<file path="src/rtl/wbutxarb.sv">
// Two-source UART-TX arbiter: a command channel (tag bit 1) and a console
// (tag bit 0) share one byte stream, with a burst limit and a cmd-port gate.
module wbutxarb #(
  parameter int unsigned MAXBURST     = 8,
  parameter bit          CMD_OFF_INIT = 1'b1,
  parameter int unsigned LGIDLE       = 0
) (
  input  logic       i_clk,
  input  logic       i_reset,
  input  logic       i_rx_cmd_stb,
  input  logic       i_cmd_stb,
  input  logic [6:0] i_cmd_data,
  output logic       o_cmd_busy,
  input  logic       i_con_stb,
  input  logic [6:0] i_con_data,
  output logic       o_con_busy,
  output logic       o_tx_stb,
  output logic [7:0] o_tx_data,
  input  logic       i_tx_busy,
  output logic       o_cmd_active,
  output logic       o_drop_stb
);

  localparam int unsigned IW       = (LGIDLE > 0) ? LGIDLE : 1;
  localparam bit          USE_IDLE = (LGIDLE > 0) && CMD_OFF_INIT;
  localparam logic [7:0]  MAXB     = 8'(MAXBURST);

  logic          cmd_full;
  logic [6:0]    cmd_byte;
  logic          con_full;
  logic [6:0]    con_byte;
  logic [7:0]    burst;
  logic [IW-1:0] idle_cnt;

  logic slot_free;
  logic cmd_drop;
  logic grant_cmd;
  logic grant_con;
  logic idle_done;

  assign o_cmd_busy = cmd_full;
  assign o_con_busy = con_full;

  always_comb begin
    slot_free = !o_tx_stb || !i_tx_busy;
    // An inactive port discards its byte whether or not the output slot is free.
    cmd_drop  = cmd_full && !o_cmd_active;
    grant_cmd = slot_free && cmd_full && o_cmd_active &&
                (!con_full || (burst < MAXB));
    grant_con = slot_free && con_full && !grant_cmd;
    idle_done = USE_IDLE && o_cmd_active && !i_rx_cmd_stb && (&idle_cnt);
  end

  always_ff @(posedge i_clk) begin
    if (i_reset) begin
      cmd_full     <= 1'b0;
      cmd_byte     <= '0;
      con_full     <= 1'b0;
      con_byte     <= '0;
      o_tx_stb     <= 1'b0;
      o_tx_data    <= '0;
      burst        <= '0;
      idle_cnt     <= '0;
      o_drop_stb   <= 1'b0;
      o_cmd_active <= !CMD_OFF_INIT;
    end else begin
      o_drop_stb <= cmd_drop;

      if (grant_cmd || cmd_drop)
        cmd_full <= 1'b0;
      else if (i_cmd_stb && !cmd_full) begin
        cmd_full <= 1'b1;
        cmd_byte <= i_cmd_data;
      end

      if (grant_con)
        con_full <= 1'b0;
      else if (i_con_stb && !con_full) begin
        con_full <= 1'b1;
        con_byte <= i_con_data;
      end

      if (grant_cmd) begin
        o_tx_stb  <= 1'b1;
        o_tx_data <= {1'b1, cmd_byte};
      end else if (grant_con) begin
        o_tx_stb  <= 1'b1;
        o_tx_data <= {1'b0, con_byte};
      end else if (!i_tx_busy)
        o_tx_stb  <= 1'b0;

      // Burst only counts cmd grants that overtook a waiting console byte.
      if (!con_full)
        burst <= '0;
      else if (grant_cmd)
        burst <= burst + 8'd1;
      else if (grant_con)
        burst <= '0;

      if (!CMD_OFF_INIT)
        o_cmd_active <= 1'b1;
      else if (i_rx_cmd_stb)
        o_cmd_active <= 1'b1;
      else if (idle_done)
        o_cmd_active <= 1'b0;

      if (!USE_IDLE || i_rx_cmd_stb || idle_done)
        idle_cnt <= '0;
      else if (o_cmd_active)
        idle_cnt <= idle_cnt + 1'b1;
    end
  end

endmodule

</file>
<file path="config.mk">
export PLATFORM = sky130hd
export DESIGN_NAME = wbutxarb
export DESIGN_NICKNAME = d
export VERILOG_FILES = /design/src/rtl/wbutxarb.sv
export SDC_FILE = /design/constraint.sdc
export NUM_CORES = 1
export LEC_CHECK = 0
export CAP_MARGIN = 5
export CORE_ASPECT_RATIO = 1.25
export CORE_MARGIN = 4
export CORE_UTILIZATION = 45
export CTS_CLUSTER_DIAMETER = 100
export DETAILED_ROUTE_END_ITERATION = 8
export GPL_TIMING_DRIVEN = 0
export PLACE_DENSITY = 0.73
export SLEW_MARGIN = 20
export SYNTH_ARGS = -nofsm -noshare
export SYNTH_HDL_FRONTEND = slang
export SYNTH_SLANG_ARGS = --single-unit
</file>
<file path="constraint.sdc">
create_clock -name i_clk -period 1.9 [get_ports i_clk]
set_input_delay 0.285 -clock i_clk [delete_from_list [all_inputs] [get_ports i_clk]]
set_output_delay 0.285 -clock i_clk [all_outputs]
set_load 0.05 [all_outputs]
</file>
# Word level (Yosys, flattened, before mapping)

Cells that the tools add are included.

Reductions and logical operators: 23
$lt $le $gt $ge: 1
Divide/modulo/power cells: 0
Add/sub/neg operators: 1
Mux-type cells: 7
Bitwise operators: 3
Multiply operators: 0
Shift-type cells: 0
Equality and inequality tests: 1

Operators with widths:

| cell                                                                         | number |
|---|---|
| 8-bit 2-to-1 mux                                                             | 4 |
| 8-bit by 1-bit adder with 8-bit output, second input constant                | 1 |
| 1-bit logical AND                                                            | 8 |
| 8-bit by 4-bit less-than comparator with 1-bit output, second input constant | 1 |
| 1-bit logical NOT                                                            | 6 |
| 2-bit OR reduction                                                           | 3 |
| 2-bit AND reduction                                                          | 2 |
| 1-bit logical OR                                                             | 3 |
| 1-bit 2-to-1 mux                                                             | 3 |
| 3-bit by 1-bit != test with 1-bit output, second input constant              | 1 |
| 1-bit NOT                                                                    | 3 |
| 2-bit nonzero test                                                           | 1 |

Bits in read-only memories: 0
Bits in writable memories: 0
Latch bits: 0
Logic and storage cells: 45
Input bits: 20
Register bits after elaboration: 35
Output and inout bits: 13
Memories: 0

# Depth between registers and ports, before layout

Depth in word-level cells: 9
Gate-level depth with buffers: 6
Depth with buffers taken out: 4

# Worst setup path before layout

OpenSTA, ideal clock, no wires.

Path kind: register -> register
Start point: register con_full (netlist: o_con_busy)
End point: register burst[6]
Setup time: 115 ps
Clock period less this slack: 1,601 ps
Path slack: 299 ps
Arrival time: 1,486 ps
Required time: 1,785 ps
Cell stages (with the launch flop): 6
Buffers on the path: 1
Path through: dfxtp_1 -> a21bo_1 -> buf_6 -> a31oi_2 -> nor2_1 -> and2_1

Cells in the longest elaborated chain, start to end: 6
Elaborated cells between the ends (all ways): 10
Those cells by class: mux (1); bitwise (1); reduce/logical (8)

RTL lines:

| element                      | RTL line | text |
|---|---|---|
| start: declaration           | 30       | `logic con_full;` |
| start signal: assignment     | 58       | `con_full <= 1'b0;` |
| start signal: assignment     | 77       | `con_full <= 1'b0;` |
| start signal: assignment     | 79       | `con_full <= 1'b1;` |
| 1-bit logical NOT            | n/a      |  |
| 1-bit logical OR             | 49       | `(!con_full \|\| (burst < MAXB));` |
| 1-bit logical AND            | 48       | `grant_cmd = slot_free && cmd_full && o_cmd_active &&` |
| 1-bit logical NOT            | 50       | `grant_con = slot_free && con_full && !grant_cmd;` |
| 1-bit logical AND            | 50       |  |
| 2-bit nonzero test (no line) | n/a      |  |
| end signal: assignment       | 96       | `burst <= burst + 8'd1;` |
| end: declaration             | 32       | `logic [7:0] burst;` |

Several ways; a longest one is shown, not always the timed one.
A chain may end at the register's enable or synchronous reset.

# Worst setup path after layout

Start point: register cmd_full (netlist: o_cmd_busy)
End point: output port o_cmd_busy

RTL lines:

| element                  | RTL line | text |
|---|---|---|
| start: declaration       | 28       | `logic cmd_full;` |
| start signal: assignment | 56       | `cmd_full <= 1'b0;` |
| start signal: assignment | 70       | `cmd_full <= 1'b0;` |
| start signal: assignment | 72       | `cmd_full <= 1'b1;` |
| end: declaration         | 13       | `output logic o_cmd_busy,` |

No word-level cell between the ends.

==> impl_metrics.toml <==
[critical_path]
reg2reg_setup_slack_ps = 440
cp_cell_sequence = "clkdlybuf4s50_1"
startpoint_type = "register"
crit_type = "register to output pin"
crit_fanout = 4
cp_slowest_cell = "clkdlybuf4s50_1"
rr_endpoint = "burst[7]$_SDFFE_PP0P_"
crit_family = "buffers and inverters"
arrival_ps = 1540
required_ps = 1620
critPathBufInv = 1
rr_worst_depth = 5
crit_path_end_kind = "output pin"
cpPeakStageDelay_ps = 820
worstReg2RegStart = "o_con_busy$_SDFFE_PP0P_"

[timing]
grt_setup_unrepaired = "no"
slew_headroom_pct = 64.9
fin_crit_sh_pct = 95.9
setup_viol = 0
tightest_slew_ps = 526
fin_setup_tns_ps = 0
slew_violations = 0
fmax_ghz = 0.549
finalHoldViolCount = 0
fin_skew_ps = 9.27
layout_min_cycle_time_ps = 1820

[drt]
remaining_drc_errors = 0
ant_nets = 0
vias_per_cell = 5.29
drtIter0Drc = 30
first_pass_iters = 6
finalWirelength_um = 3210
vias = 1174
wl_per_cell_um = 14.5

[synthesis]
yosysWarnings = 0
synth-edff-count = 0
yosysUniqueCellTypes = 31
ys_seq_area_share_pct = 48.8
syn_area_per_cell_um2 = 9.70
syn_inst = 148
synth_seq_cells = 35
synth_nets = 169
synth-main-ff-cell = "dfxtp_1"
syn_area_um2 = 1440
async_reset_ff_share_pct = 0

[cts]
post_cts_buffers = 0
clk_pin_slew_ps = 100
cts_buffers = 5
worstSkewPairLatency_ps = 340
htree_levels = 2
clkSinkCount = 35
cts_tree = "done"
clockRootBuffer = "clkbuf_4"
cts.path.max_buffers = 2

[floorplan]
start_util_pct = 47.8
dieArea_um2 = 4160
core_um2 = 3000
die_w_um = 58.5
num_rows = 22
ioPinCount = 33
fp.dieH_um = 71.1

[finish]
diodes = 0
finalInstanceArea_um2 = 1850
fillerInstances = 275
layout.nets = 207
drive_above_1_share_pct = 14.5
syn_to_final_growth_pct = 28.7

[hold_path]
min_to = "o_tx_data[6]$_SDFFE_PP0P_"
min_from = "i_reset"
min_path_type = "primary input to register"
worstHoldPathCells = 2

[power_and_ir_drop]
ir_worst_vdd_mv = 0.611
p_leak_nw = 0.727
p_per_area_nw_per_um2 = 802

[global_route]
grt.overflow.total = 0
grt_max_degree = 11
grt_pass1_wl_um = 5590
antenna_found_initial = 0
grt_pass1_vias = 1274
grt.total_usage_pct = 17.7

[place]
port-buffer-count = 31
post-dp-hpwl_um = 2380
gp_congestion = 0.780
dpl_cell_area_um2 = 1790

[outcome]
outcome = "finished, final reports clean"

[run]
max_cap_viol_count = 0
## layout make-up
cell class              instances  area (um2)  share of cell area [%]
clock buffers                   6        51.3                    2.78
plain buffers                   9        60.1                    3.25
repair buffers                 31         310                    16.8
multi-input cells             103         671                    36.3
well taps                      36        45.0                    2.44
inverters                       1        3.75                   0.203
clock inverters                 1        5.00                   0.271
flip-flops and latches         35         701                    37.9
## where the power goes
part	switching (W)	internal, W
combinational	0.000153	0.000119
sequential	0.0000269	0.000771
clock	0.000240	0.000171
total	0.000420	0.00106
## cell usage in the layout, fill, tap and decap left out, types with 2 or more instances in the layout
cell type,n
nor3_1,3
nand2_1,16
buf_2,3
xor2_1,2
mux2i_1,14
and2_1,4
a311oi_2,7
dfxtp_1,35
nand2b_1,2
a21oi_1,4
nor2_1,31
nand3_1,3
buf_6,3
nand4_1,2
dlygate4sd2_1,2
clkdlybuf4s50_1,28
clkbuf_1,3
clkbuf_4,5
## Yosys cell counts (all sizes together) (2+ instances only)
master   n  share of area [%]
mux2i   14                9.8
nand4    3                1.7
nor2    32                8.5
clkbuf   3               0.78
and2     5                2.4
nor3     3                1.0
a21oi    4                1.4
nand2b   2               0.87
a311oi   7                7.3
xor2     2                1.2
nand2   17                4.6
buf      6                3.4
dfxtp   35                 49
nand3    3                1.0
## metal layers
layer  part of all wire (%)  track usage (%)  up-vias
met5                      0                0        -
li1                       -                -      579
met4                    3.6             10.8        0
met1                     40             19.6      550
met3                    5.5             3.83       12
met2                     51             29.9       33
## how the worst max path moves through the flow
stage | start | endpoint | slack (ps) | depth (start not counted)
2_1_floorplan | o_con_busy$_SDFFE_PP0P_ | burst[6]$_SDFFE_PP0P_ | 300 | 5
3_3_place_gp | i_tx_busy | o_tx_data[0]$_SDFFE_PP0P_ | 110 | 6
3_5_place_dp | i_tx_busy | o_tx_data[5]$_SDFFE_PP0P_ | 70 | 6
4_1_cts | o_cmd_active$_SDFFE_PP0P_ | o_cmd_active | 20 | 1
5_1_grt | o_tx_data[2]$_SDFFE_PP0P_ | o_tx_data[2] | 30 | 1
6_report | o_cmd_busy$_SDFFE_PP0P_ | o_cmd_busy | 80 | 1
## registers in the layout (all words and copies together), names as in the netlist
name          cells
o_tx_stb          1
o_drop_stb        1
o_cmd_busy        1
burst             8
o_cmd_active      1
o_tx_data         8
con_byte          7
o_con_busy        1
cmd_byte          7
## what timing repair did
action                     in CTS  in global routing
pin swaps                       0                  0
setup endpoints to repair       2                  1
hold buffers                    0                  0
gates resized for setup         2                  1
## through the flow
stage	instances	setup WS, ps	power, W	utilization (%)	hold WS [ps]
final	222	78.2	0.00148	61.6	282
after global routing	222	28.4	0.00154	61.6	301
after floorplan	148	299	0.000986	-	401
after global placement	215	106	0.00108	59.7	446
after CTS	222	24.4	0.00150	61.5	275
after detailed placement	215	67.3	0.00109	59.7	456
## kinds of logic after synthesis
logic type	synth area share [%]
xor gates and xnor gates	1.22
DFF	48.8
adders and majority gates	0.872
and+or+nand+nor	22.8
buffers and inverters	4.45
muxes	9.76
AOI/OAI and AO/OA	12.1
(Power assumes the default switching activity.)
